==> src/rtl/pll_reset_seq_pkg.sv <==
// Shared types for the PLL reset sequencer: FSM states and counter width.
// Optional feature macro: PLL_RESET_SEQ_LOSS_COUNT_EN (see pll_reset_seq.sv).
package pll_reset_pkg;

    localparam int unsigned CNT_W = 16;

    typedef logic [CNT_W-1:0] cnt_t;

    typedef enum logic [1:0] {
        WAIT_LOCK,
        STABILIZE,
        SYS_UP,
        RUN
    } state_e;

endpackage

==> src/rtl/pll_reset_seq_if.sv <==
// Handshake bundle between the sequencer wrapper and its core.
// PLL_RESET_SEQ_LOSS_COUNT_EN adds the loss_count field.
interface pll_reset_seq_if;

    logic pll_lock;
    logic soft_rst_req;
    logic sys_rst;
    logic periph_rst;
    logic ready;
    logic lock_lost;
`ifdef PLL_RESET_SEQ_LOSS_COUNT_EN
    logic [7:0] loss_count;
`endif

    modport master (
        output pll_lock, soft_rst_req,
        input  sys_rst, periph_rst, ready, lock_lost
`ifdef PLL_RESET_SEQ_LOSS_COUNT_EN
        , input loss_count
`endif
    );

    modport slave (
        input  pll_lock, soft_rst_req,
        output sys_rst, periph_rst, ready, lock_lost
`ifdef PLL_RESET_SEQ_LOSS_COUNT_EN
        , output loss_count
`endif
    );

endinterface

==> src/rtl/pll_reset_seq_core.sv <==
// Reset sequencing FSM: lock stabilisation, core release, delayed peripheral release.
// PLL_RESET_SEQ_LOSS_COUNT_EN enables the saturating RUN-lock-loss counter.
module pll_reset_seq_core
    import pll_reset_pkg::*;
#(
    parameter int unsigned LOCK_STABLE_CYCLES  = 1024,
    parameter int unsigned PERIPH_DELAY_CYCLES = 16
) (
    input logic clk,
    input logic rst,
    pll_reset_seq_if.slave bus
);

    localparam cnt_t STAB_LAST   = cnt_t'(LOCK_STABLE_CYCLES - 1);
    localparam cnt_t PERIPH_LAST = cnt_t'(PERIPH_DELAY_CYCLES - 1);

    state_e state_q;
    cnt_t   cnt_q;
    cnt_t   cnt_d;
    logic   lock_s;
    logic   sys_rst_q;
    logic   periph_rst_q;
    logic   ready_q;
    logic   lock_lost_q;
`ifdef PLL_RESET_SEQ_LOSS_COUNT_EN
    logic [7:0] loss_q;
`endif

    sync_2ff u_lock_sync (
        .clk (clk),
        .rst (rst),
        .d_i (bus.pll_lock),
        .q_o (lock_s)
    );

    assign cnt_d = (cnt_q == '1) ? cnt_q : cnt_q + 1'b1;

    // Priority: rst, then lock loss, then soft request, then normal progression.
    always_ff @(posedge clk) begin
        if (rst) begin
            state_q      <= WAIT_LOCK;
            cnt_q        <= '0;
            sys_rst_q    <= 1'b1;
            periph_rst_q <= 1'b1;
            ready_q      <= 1'b0;
            lock_lost_q  <= 1'b0;
`ifdef PLL_RESET_SEQ_LOSS_COUNT_EN
            loss_q       <= '0;
`endif
        end else if (!lock_s && state_q != WAIT_LOCK) begin
            state_q      <= WAIT_LOCK;
            cnt_q        <= '0;
            sys_rst_q    <= 1'b1;
            periph_rst_q <= 1'b1;
            ready_q      <= 1'b0;
            if (state_q == RUN) begin
                lock_lost_q <= 1'b1;
`ifdef PLL_RESET_SEQ_LOSS_COUNT_EN
                if (loss_q != '1) loss_q <= loss_q + 1'b1;
`endif
            end
        end else if (bus.soft_rst_req && (state_q == SYS_UP || state_q == RUN)) begin
            state_q      <= STABILIZE;
            cnt_q        <= '0;
            sys_rst_q    <= 1'b1;
            periph_rst_q <= 1'b1;
            ready_q      <= 1'b0;
        end else begin
            case (state_q)
                WAIT_LOCK: begin
                    cnt_q <= '0;
                    if (lock_s) state_q <= STABILIZE;
                end
                STABILIZE: begin
                    if (cnt_q == STAB_LAST) begin
                        state_q   <= SYS_UP;
                        cnt_q     <= '0;
                        sys_rst_q <= 1'b0;
                    end else begin
                        cnt_q <= cnt_d;
                    end
                end
                SYS_UP: begin
                    if (cnt_q == PERIPH_LAST) begin
                        state_q      <= RUN;
                        cnt_q        <= '0;
                        periph_rst_q <= 1'b0;
                        ready_q      <= 1'b1;
                    end else begin
                        cnt_q <= cnt_d;
                    end
                end
                RUN: ;
                default: state_q <= WAIT_LOCK;
            endcase
        end
    end

    assign bus.sys_rst    = sys_rst_q;
    assign bus.periph_rst = periph_rst_q;
    assign bus.ready      = ready_q;
    assign bus.lock_lost  = lock_lost_q;
`ifdef PLL_RESET_SEQ_LOSS_COUNT_EN
    assign bus.loss_count = loss_q;
`endif

endmodule

==> src/rtl/sync_2ff.sv <==
// Generic two-flop synchroniser for a single asynchronous level signal.
module sync_2ff (
    input  logic clk,
    input  logic rst,
    input  logic d_i,
    output logic q_o
);

    logic meta_q;
    logic sync_q;

    always_ff @(posedge clk) begin
        if (rst) begin
            meta_q <= 1'b0;
            sync_q <= 1'b0;
        end else begin
            meta_q <= d_i;
            sync_q <= meta_q;
        end
    end

    assign q_o = sync_q;

endmodule

==> src/rtl/pll_reset_seq.sv <==
// PLL lock-driven reset sequencer top with flat ports.
// Define PLL_RESET_SEQ_LOSS_COUNT_EN to add the loss_count[7:0] output.
module pll_reset_seq #(
    parameter int unsigned LOCK_STABLE_CYCLES  = 1024,
    parameter int unsigned PERIPH_DELAY_CYCLES = 16
) (
    input  logic       clk,
    input  logic       rst,
    input  logic       pll_lock,
    input  logic       soft_rst_req,
    output logic       sys_rst,
    output logic       periph_rst,
    output logic       ready,
    output logic       lock_lost
`ifdef PLL_RESET_SEQ_LOSS_COUNT_EN
    , output logic [7:0] loss_count
`endif
);

    pll_reset_seq_if bus ();

    assign bus.pll_lock     = pll_lock;
    assign bus.soft_rst_req = soft_rst_req;
    assign sys_rst          = bus.sys_rst;
    assign periph_rst       = bus.periph_rst;
    assign ready            = bus.ready;
    assign lock_lost        = bus.lock_lost;
`ifdef PLL_RESET_SEQ_LOSS_COUNT_EN
    assign loss_count       = bus.loss_count;
`endif

    pll_reset_seq_core #(
        .LOCK_STABLE_CYCLES  (LOCK_STABLE_CYCLES),
        .PERIPH_DELAY_CYCLES (PERIPH_DELAY_CYCLES)
    ) u_core (
        .clk (clk),
        .rst (rst),
        .bus (bus.slave)
    );

endmodule

==> config.mk <==
export PLATFORM = sky130hd
export DESIGN_NAME = pll_reset_seq
export DESIGN_NICKNAME = d
export VERILOG_FILES = /design/src/rtl/pll_reset_seq_pkg.sv /design/src/rtl/pll_reset_seq_if.sv /design/src/rtl/pll_reset_seq_core.sv /design/src/rtl/sync_2ff.sv /design/src/rtl/pll_reset_seq.sv
export SDC_FILE = /design/constraint.sdc
export NUM_CORES = 1
export LEC_CHECK = 0
export ABC_AREA = 0
export ABC_CLOCK_PERIOD_IN_PS = 2390
export CORE_UTILIZATION = 31
export DETAILED_ROUTE_END_ITERATION = 8
export SKIP_LAST_GASP = 1
export SLEW_MARGIN = 0
export SYNTH_ARGS = -nofsm -noshare
export SYNTH_HDL_FRONTEND = slang
export SYNTH_HIERARCHICAL = 1
export SYNTH_SLANG_ARGS = --single-unit
export TNS_END_PERCENT = 20
==> constraint.sdc <==
create_clock -name clk -period 2.39 [get_ports clk]
set_clock_uncertainty 0.2 [all_clocks]
set_input_delay 0.478 -clock clk [delete_from_list [all_inputs] [get_ports clk]]
set_output_delay 0.478 -clock clk [all_outputs]
set_load 0.05 [all_outputs]
# == After elaboration in Yosys (flattened, before gate mapping) ==
# Index checks and enable logic that the tools add are counted.
# classes
eq_ne,12
n_addsub,1
muxes,9
reduce_logical,15
# op_table
op,n
16-bit two-way mux,3
16-bit case mux with 3 select lines,1
16-bit by 1-bit adder with 16-bit output (second input constant),1
16-bit by 10-bit == test with 1-bit output (second input constant),1
16-bit == test (second input constant),1
16-bit by 4-bit == test with 1-bit output (second input constant),1
4-bit AND reduction,2
2-bit two-way mux,3
2-bit case mux with 3 select lines,1
2-bit AND reduction,3
2-bit == test (second input constant),2
2-bit inequality test (second input constant),2
4-bit nonzero test,1
3-bit by 1-bit inequality test with 1-bit output (second input constant),1
3-bit by 2-bit inequality test with 1-bit output (second input constant),1
3-bit inequality test (second input constant),1
3-bit nonzero test,1
3-bit OR reduction,1
2-bit by 1-bit == test with 1-bit output (second input constant),1
1-bit logical AND,2
2-bit zero test,1
2-bit by 1-bit inequality test with 1-bit output (second input constant),1
2-bit nonzero test,1
2-bit OR reduction,1
other kinds (3),3
# word_totals
ff_bits,24
output_inout_bits,4

# == Longest topological paths before layout ==
# Gate-level depths: netlist (run 1).
# logic_depth
ltp_word,5
ltp_mapped,8
ltp_nobuf,7

# == Hierarchy ==
# The synthesis (run 1) kept the hierarchy.
# modules_own_cells
module,area_each_um2,instances,cells_per_inst,seq_area_each_um2
pll_reset_seq_core,1368.8,1,161,440.4
sync_2ff,52.6,1,4,40.0

# == Least setup slack after synthesis (run 1) ==
# OpenSTA, ideal clock, no wires.
# synth_path
path_kind,flip-flop to flip-flop
startpoint,register u_core.state_q[0]
endpoint,register u_core.cnt_q[12]
required_ps,2119
stages_incl_launch_ff,9
arrival_time_ps,2003
path_slack_ps,117
path_cell_list,dfxtp_1 inv_1 ha_1 o21ai_0 nand2b_1 a2111oi_2 buf_4 o31ai_1 a21oi_1
# synth_via
elab_chain_len,4
word_cells_on_any_way,11
# synth_lines
element,line,source
start: declaration,pll_reset_seq_core.sv:17,state_e state_q;
start signal: assignment,pll_reset_seq_core.sv:41,state_q <= WAIT_LOCK;
start signal: assignment,pll_reset_seq_core.sv:51,state_q <= WAIT_LOCK;
start signal: assignment,pll_reset_seq_core.sv:63,state_q <= STABILIZE;
2-bit == test (on tied branches),"pll_reset_seq_core.sv:62, pll_reset_seq_core.sv:69",
1-bit logical OR,pll_reset_seq_core.sv:62,end else if (bus.soft_rst_req && (state_q == SYS_UP || state_q == RUN)) begin
1-bit logical AND,pll_reset_seq_core.sv:62,
3-bit OR reduction (no line),-,
end signal: assignment,pll_reset_seq_core.sv:80,cnt_q <= cnt_d;
end signal: assignment,pll_reset_seq_core.sv:90,cnt_q <= cnt_d;
end: declaration,pll_reset_seq_core.sv:18,cnt_t cnt_q;
# Parallel ways exist; a longest one is shown, timed or not.
# A chain may end at the register's enable or synchronous reset.

# == Worst setup path after layout (run 1) ==
# layout_path
startpoint,register u_core.cnt_q[11]
endpoint,register u_core.cnt_q[1]
# layout_via
elab_chain_len,4
word_cells_on_any_way,7
# layout_lines
element,line,source
16-bit == test,pll_reset_seq_core.sv:36,assign cnt_d = (cnt_q == '1) ? cnt_q : cnt_q + 1'b1;
16-bit two-way mux,pll_reset_seq_core.sv:36,
16-bit two-way mux (on tied branches),"pll_reset_seq_core.sv:84, pll_reset_seq_core.sv:75",
16-bit case mux with 3 select lines *,pll_reset_seq_core.sv:69,case (state_q)
# Mark *: on every way between the ends. The rest lies on a longest branch, timed or not.

==> results of run 1 <==
-- worst max-delay path by stage --
stage                            startpoint               end  slack, ps  depth (start not counted)
after floorplan           u_core/state_q[0]  u_core/cnt_q[12]        120                          8
after global placement                  rst  u_core/cnt_q[12]         20                          7
after detailed placement                rst  u_core/cnt_q[12]         -2                          7
after CTS                  u_core/cnt_q[12]   u_core/cnt_q[1]         40                          6
after global routing        u_core/cnt_q[9]   u_core/cnt_q[1]        -60                          7
final                      u_core/cnt_q[11]   u_core/cnt_q[1]          8                          7
-- synth_stat cells (3+ instances only) --
cell type / count / area share (%)
nor3_1: 6 / 2.1
nand2_1: 19 / 5.0
dfxtp_1: 24 / 34
and2_1: 3 / 1.3
nand3_1: 7 / 2.5
o21ai_1: 6 / 2.1
ha_1: 7 / 6.2
nor2_1: 11 / 2.9
nor2b_1: 4 / 1.8
a31oi_1: 9 / 4.0
inv_1: 5 / 1.3
a21oi_1: 13 / 4.6
a41oi_1: 4 / 2.5
o21ai_0: 3 / 1.1
-- repair_timing --
action / 4_1_cts / 5_1_grt
resized for setup: 0 / 6
hold buffers: 0 / 0
endpoints found under the setup margin: 0 / 14
endpoints found under the hold margin: 0 / 0
setup buffers: 0 / 2
-- worst register-to-register path, delay by kind of cell, from the launching register on --
family,cells,cell delay (ps)
AO/OA/AOI/OAI,4,870
buffers and inverters,2,310
flip-flops,1,320
AND/OR/NAND/NOR,1,580
-- routing by layer --
metal / up-vias / GRT usage [%] / wire (um)
li1: 693 / - / -
met1: 632 / 19.44 / 1670
met2: 21 / 23.30 / 1503
met3: 2 / 2.616 / 93
met4: 0 / 4.000 / 19
met5: - / 0 / 0
-- cells in the final DEF, fill, tap and decap left out, types with 4 or more instances in the layout --
| cell type | netlist | final |
|---|---|---|
| nand3_1 | 7 | 7 |
| ha_1 | 7 | 6 |
| clkdlybuf4s50_1 | 0 | 7 |
| nor2_1 | 11 | 10 |
| inv_1 | 5 | 5 |
| a41oi_1 | 4 | 4 |
| o21ai_1 | 6 | 7 |
| nor3_1 | 6 | 6 |
| a21oi_1 | 13 | 13 |
| nor2b_1 | 4 | 4 |
| buf_4 | 1 | 25 |
| nand2_1 | 19 | 19 |
| a31oi_1 | 9 | 9 |
| dfxtp_1 | 24 | 22 |
-- power by group through the flow --
stage | clock network, mW | registers (mW) | logic, mW
2_1_floorplan | 0 | 0.422 | 0.0359
3_3_place_gp | 0 | 0.421 | 0.0690
3_5_place_dp | 0 | 0.421 | 0.0694
4_1_cts | 0.258 | 0.411 | 0.0696
5_1_grt | 0.269 | 0.413 | 0.0781
6_report | 0.240 | 0.412 | 0.0699
-- per-stage QoR --
step	setup TNS, ps	hold WS [ps]	instance area (um^2)	util (%)	power, mW
2_1_floorplan	0	213.8	1421	-	0.4579
3_3_place_gp	0	223.5	1723	39.30	0.4898
3_5_place_dp	-2.490	227.5	1723	39.30	0.4904
4_1_cts	0	249.4	1764	40.24	0.7394
5_1_grt	-92.41	269.8	1790	40.84	0.7598
6_report	0	245.0	1790	40.84	0.7212
-- final cells by class --
type | instances | share of cell area, %
Sequential cell | 24 | 26.97
Tap cell | 52 | 3.634
Timing Repair Buffer | 33 | 15.51
Multi-Input combinational cell | 131 | 50.52
Inverter | 5 | 1.048
Clock buffer | 3 | 2.306
-- logic make-up (layout without fill, tap and decap cells) --
| group | count (synthesis) | count (layout) | share of synthesized area [%] |
|---|---|---|---|
| simple gates | 68 | 68 | 26.14 |
| compound gates | 54 | 54 | 28.61 |
| flops | 24 | 24 | 33.80 |
| buf+inv | 10 | 41 | 4.049 |
| fa+ha+maj | 7 | 7 | 6.162 |
| xor+xnor | 2 | 2 | 1.233 |
-- sequential cells by signal, indices dropped and copies added (netlist names) --
name                       count
u_core/bus.lock_lost           1
u_core/bus.periph_rst          1
u_core/bus.ready               1
u_core/bus.sys_rst             1
u_core/cnt_q                  16
u_core/state_q                 2
u_core/u_lock_sync/meta_q      1
u_core/u_lock_sync/q_o         1
==> flow_metrics.py, run 1 <==
metrics = {
    "timing": {
        "finalCritPeriodShare_pct": 99.66,
        "rsz0062_at_grt": "true",
        "slew_viol_final": 0,
        "tightest_slew_ps": 489.4,
        "setup_viol": 0,
        "fin_ws_ps": 8.233,
        "period_needed_ps": 2382,
        "max_freq_ghz": 0.4199,
        "max-slew-margin-rel_pct": 67.27,
        "finalHoldViolCount": 0,
    },
    "grt": {
        "gr-total-overflow": 0,
        "grt_pass1_vias": 1282,
        "antenna_found_initial": 0,
        "grt_pass1_wl_mm": 5.720,
        "grt_start_max_net_pins": 17,
        "grt_use_total_pct": 14.34,
    },
    "floorplanning": {
        "die_w_um": 69.71,
        "io_pins": 8,
        "fp.coreArea_um2": 4384,
        "std_cell_rows": 24,
        "die_h_um": 69.71,
        "die_area_um2": 4859,
        "start_util_pct": 32.42,
    },
    "clocking": {
        "cts_buffers": 3,
        "insertion_delay_ps": 260,
        "cts_buffer_depth": 2,
        "root_buffer": "clkbuf_8",
        "cts.sinks": 24,
        "cts_tree": "built",
        "path_clk_slew_ps": 80,
        "htreeDepth": 1,
    },
    "setup_path": {
        "crit_family": "compound AO/OA/AOI/OAI gates",
        "cp.arrival_ps": 2350,
        "ff2ff_path_depth": 7,
        "rr_endpoint": "u_core/cnt_q[1]",
        "crit_type": "reg -> reg",
        "worst-path-buf-inv": 2,
        "reg2reg_slack_ps": 8,
        "worst-endpoint-required_ps": 2350,
        "crit_slowest_cell": "or4_4",
        "cp_max_fo": 16,
        "crit_chain": "or4_4 > o41ai_4 > a2111oi_4 > buf_4 > buf_12 > a21o_1 > a32o_1",
        "cpPeakStageDelay_ps": 580,
        "start_kind": "flip-flop",
        "reg2reg_from": "u_core/cnt_q[11]",
        "end_kind": "flip-flop",
    },
    "yosys": {
        "ys_ff_latch": 24,
        "synth_area_per_cell_um2": 8.614,
        "synth_area_um2": 1421,
        "synth_ff_type": "dfxtp_1",
        "syn_inst": 165,
        "syn-num-nets": 176,
        "seq_area_frac_synth_pct": 33.80,
        "synth_edf_count": 0,
        "synth_warnings": 6,
        "yosysUniqueCellTypes": 48,
        "async_reset_ff_share_pct": 0,
    },
    "cells_and_area": {
        "register_area_um2": 483.0,
        "layout-drive-gt1-share_pct": 21.94,
        "area_delta_synth_final_pct": 25.97,
        "multi_input_area_um2": 904.6,
        "fill_cells": 458,
        "final_cells": 248,
        "nNetsFinal": 209,
        "antenna_cells": 0,
    },
    "pwr": {
        "p_per_area_nw_per_um2": 402.8,
        "share_comb_of_total_power_pct": 9.7,
        "p_leak_nw": 0.6502,
        "power.switching_mw": 0.1660,
        "p_seq_share_pct": 57.1,
        "netSwitchingFraction_pct": 23.01,
        "pwr-share-clk_pct": 33.2,
        "p_int_mw": 0.5552,
        "ir_worst_vdd_mv": 0.2389,
    },
    "placed_design": {
        "io_buffers": 7,
        "dp_cells": 243,
        "dp_slack_ps": -2.490,
        "gp_congestion": 0.8295,
        "dp_hpwl_mm": 2.523,
    },
    "route": {
        "wl_mm": 3.286,
        "drcViolationCount": 0,
        "first_pass_iters": 4,
        "dr.first_iter.drc_count": 64,
        "wire_per_inst_um": 13.25,
        "drtAntennaViolNets": 0,
        "via_count": 1348,
        "vias_per_cell": 5.435,
    },
    "run": {
        "maxCapViolCount": 0,
    },
    "worst_hold_path": {
        "hold_path_class": "reg -> reg",
        "hold_end": "u_core/bus.sys_rst",
        "whs_path_depth": 2,
        "min-delay-start": "u_core/bus.sys_rst",
    },
    "status": {
        "status": "finished, final reports clean",
    },
}
No activity file was read; power rests on OpenSTA's default activity.
==> run 2: changes to the inputs <==
--- a/config.mk
+++ b/config.mk
@@ -7,7 +7,7 @@
 export LEC_CHECK = 0
 export ABC_AREA = 0
 export ABC_CLOCK_PERIOD_IN_PS = 2390
-export CORE_UTILIZATION = 31
+export CORE_UTILIZATION = 40
 export DETAILED_ROUTE_END_ITERATION = 8
 export SKIP_LAST_GASP = 1
 export SLEW_MARGIN = 0
==> flow_metrics.py, run 2 (synthesized netlist as in run 1, its figures left out) <==
metrics = {
    "timing": {
        "tightest_slew_ps": 505.8,
        "max-slew-margin-rel_pct": 66.18,
        "setup_viol": 0,
        "fin_ws_ps": 41.58,
        "max_freq_ghz": 0.4258,
        "finalCritPeriodShare_pct": 98.26,
        "slew_viol_final": 0,
        "rsz0062_at_grt": "true",
        "finalHoldViolCount": 0,
        "period_needed_ps": 2348,
    },
    "clocking": {
        "cts_buffers": 3,
        "cts.sinks": 24,
        "cts_buffer_depth": 2,
        "cts_setup_buffers": 0,
        "htreeDepth": 1,
        "cts_tree": "built",
        "path_clk_slew_ps": 130,
        "postCtsHoldBufs": 0,
        "insertion_delay_ps": 310,
        "root_buffer": "clkbuf_4",
    },
    "placed_design": {
        "dp_slack_ps": -4.868,
        "gp_congestion": 0.9173,
        "dp_hpwl_mm": 2.595,
        "dp_cells": 232,
        "dpl_cell_area_um2": 1678,
        "io_buffers": 7,
    },
    "setup_path": {
        "crit_type": "reg -> reg",
        "cp_max_fo": 26,
        "end_kind": "flip-flop",
        "crit_slowest_cell": "or4bb_4",
        "start_kind": "flip-flop",
        "cpPeakStageDelay_ps": 570,
        "cp.arrival_ps": 2370,
        "crit_family": "compound AO/OA/AOI/OAI gates",
        "crit_chain": "or4bb_4 > o41ai_4 > a2111oi_4 > buf_12 > a21o_1 > a32o_1",
        "worst-endpoint-required_ps": 2410,
        "worst-path-buf-inv": 1,
    },
    "cells_and_area": {
        "largest_reg_flops": 16,
        "layout-drive-gt1-share_pct": 19.47,
        "nNetsFinal": 202,
        "final_common_cell": "dfxtp_1",
        "final_cells": 236,
        "postLayoutCoreUtil_pct": 51.26,
        "final_cell_mix": "dfxtp_1 (21), nand2_1 (18), buf_4 (18)",
        "area_delta_synth_final_pct": 21.30,
        "reg_top3": "u_core/cnt_q: 16 flops, u_core/state_q: 2 flops",
        "final_area_um2": 1724,
        "antenna_cells": 0,
        "top_register": "u_core/cnt_q",
    },
    "grt": {
        "grt_pass1_wl_mm": 5.354,
        "grt_use_total_pct": 19.07,
        "grt_pass1_vias": 1175,
        "grt_start_max_net_pins": 27,
        "antenna_found_initial": 0,
        "gr-total-overflow": 0,
    },
    "route": {
        "drtAntennaViolNets": 0,
        "drcViolationCount": 0,
        "vias_per_cell": 5.847,
        "dr.first_iter.drc_count": 66,
        "via_count": 1380,
        "first_pass_iters": 4,
        "wl_mm": 3.387,
        "wire_per_inst_um": 14.35,
    },
    "pwr": {
        "p_leak_nw": 0.6191,
        "total_power_mw": 0.6917,
        "p_per_area_nw_per_um2": 401.2,
        "ir_worst_vdd_mv": 0.2469,
    },
    "worst_hold_path": {
        "hold_path_class": "reg -> reg",
    },
    "floorplanning": {
        "die_area_um2": 3796,
        "start_util_pct": 42.26,
        "io_pins": 8,
        "fp.coreArea_um2": 3363,
        "std_cell_rows": 21,
        "die_w_um": 61.61,
        "die_h_um": 61.61,
    },
    "run": {
        "maxCapViolCount": 0,
    },
    "status": {
        "status": "finished, final reports clean",
    },
}
## run 2: repair_timing
item / in CTS / in global routing
gates resized for setup: 0 / 6
endpoints found under the setup margin: 0 / 4
hold endpoints to repair: 0 / 0
## run 2: cell type report
type                            instances  area [um^2]
Clock buffer                            4        36.28
Fill cell                             345         1639
Inverter                                5        18.77
Multi-Input combinational cell        131        902.1
Sequential cell                        24        484.2
Tap cell                               46        57.56
Timing Repair Buffer                   26        225.2
## run 2: metrics by stage
step	TNS [ps]	hold WS, ps
after floorplan	0	213.8
after global placement	0	217.2
after detailed placement	-4.868	236.7
after CTS	0	259.0
after global routing	-33.63	268.7
final	0	254.3
## run 2: worst register-to-register path, delay by kind of cell (launching register included)
| kind | cells | cell delay (ps) |
|---|---|---|
| buf+inv | 1 | 180 |
| simple gates | 1 | 570 |
| compound gates | 4 | 930 |
| flops | 1 | 380 |
## run 2: path summary, 6_finish.rpt
kind	from	endpoint	slack [ps]	depth (start not counted)
worst min-delay path	u_core/bus.periph_rst	u_core/bus.periph_rst	250	2
worst max register to register	u_core/cnt_q[15]	u_core/cnt_q[1]	40	6
worst max-delay path	u_core/cnt_q[15]	u_core/cnt_q[1]	40	6
worst min register to register	u_core/bus.periph_rst	u_core/bus.periph_rst	250	2
## run 2: power by group
part           total [mW]  switching, mW  internal (mW)
clock network       0.216          0.123         0.0931
logic              0.0608         0.0316         0.0292
registers           0.415        0.00772          0.407
## run 2: routing by layer
layer  vias up  wire length (um)  GRT usage [%]
met3         5               165          3.151
met4         0                38          4.762
met1       643              1664          28.03
met5         -                 0              0
met2        46              1519          28.88
li1        686                 -              -
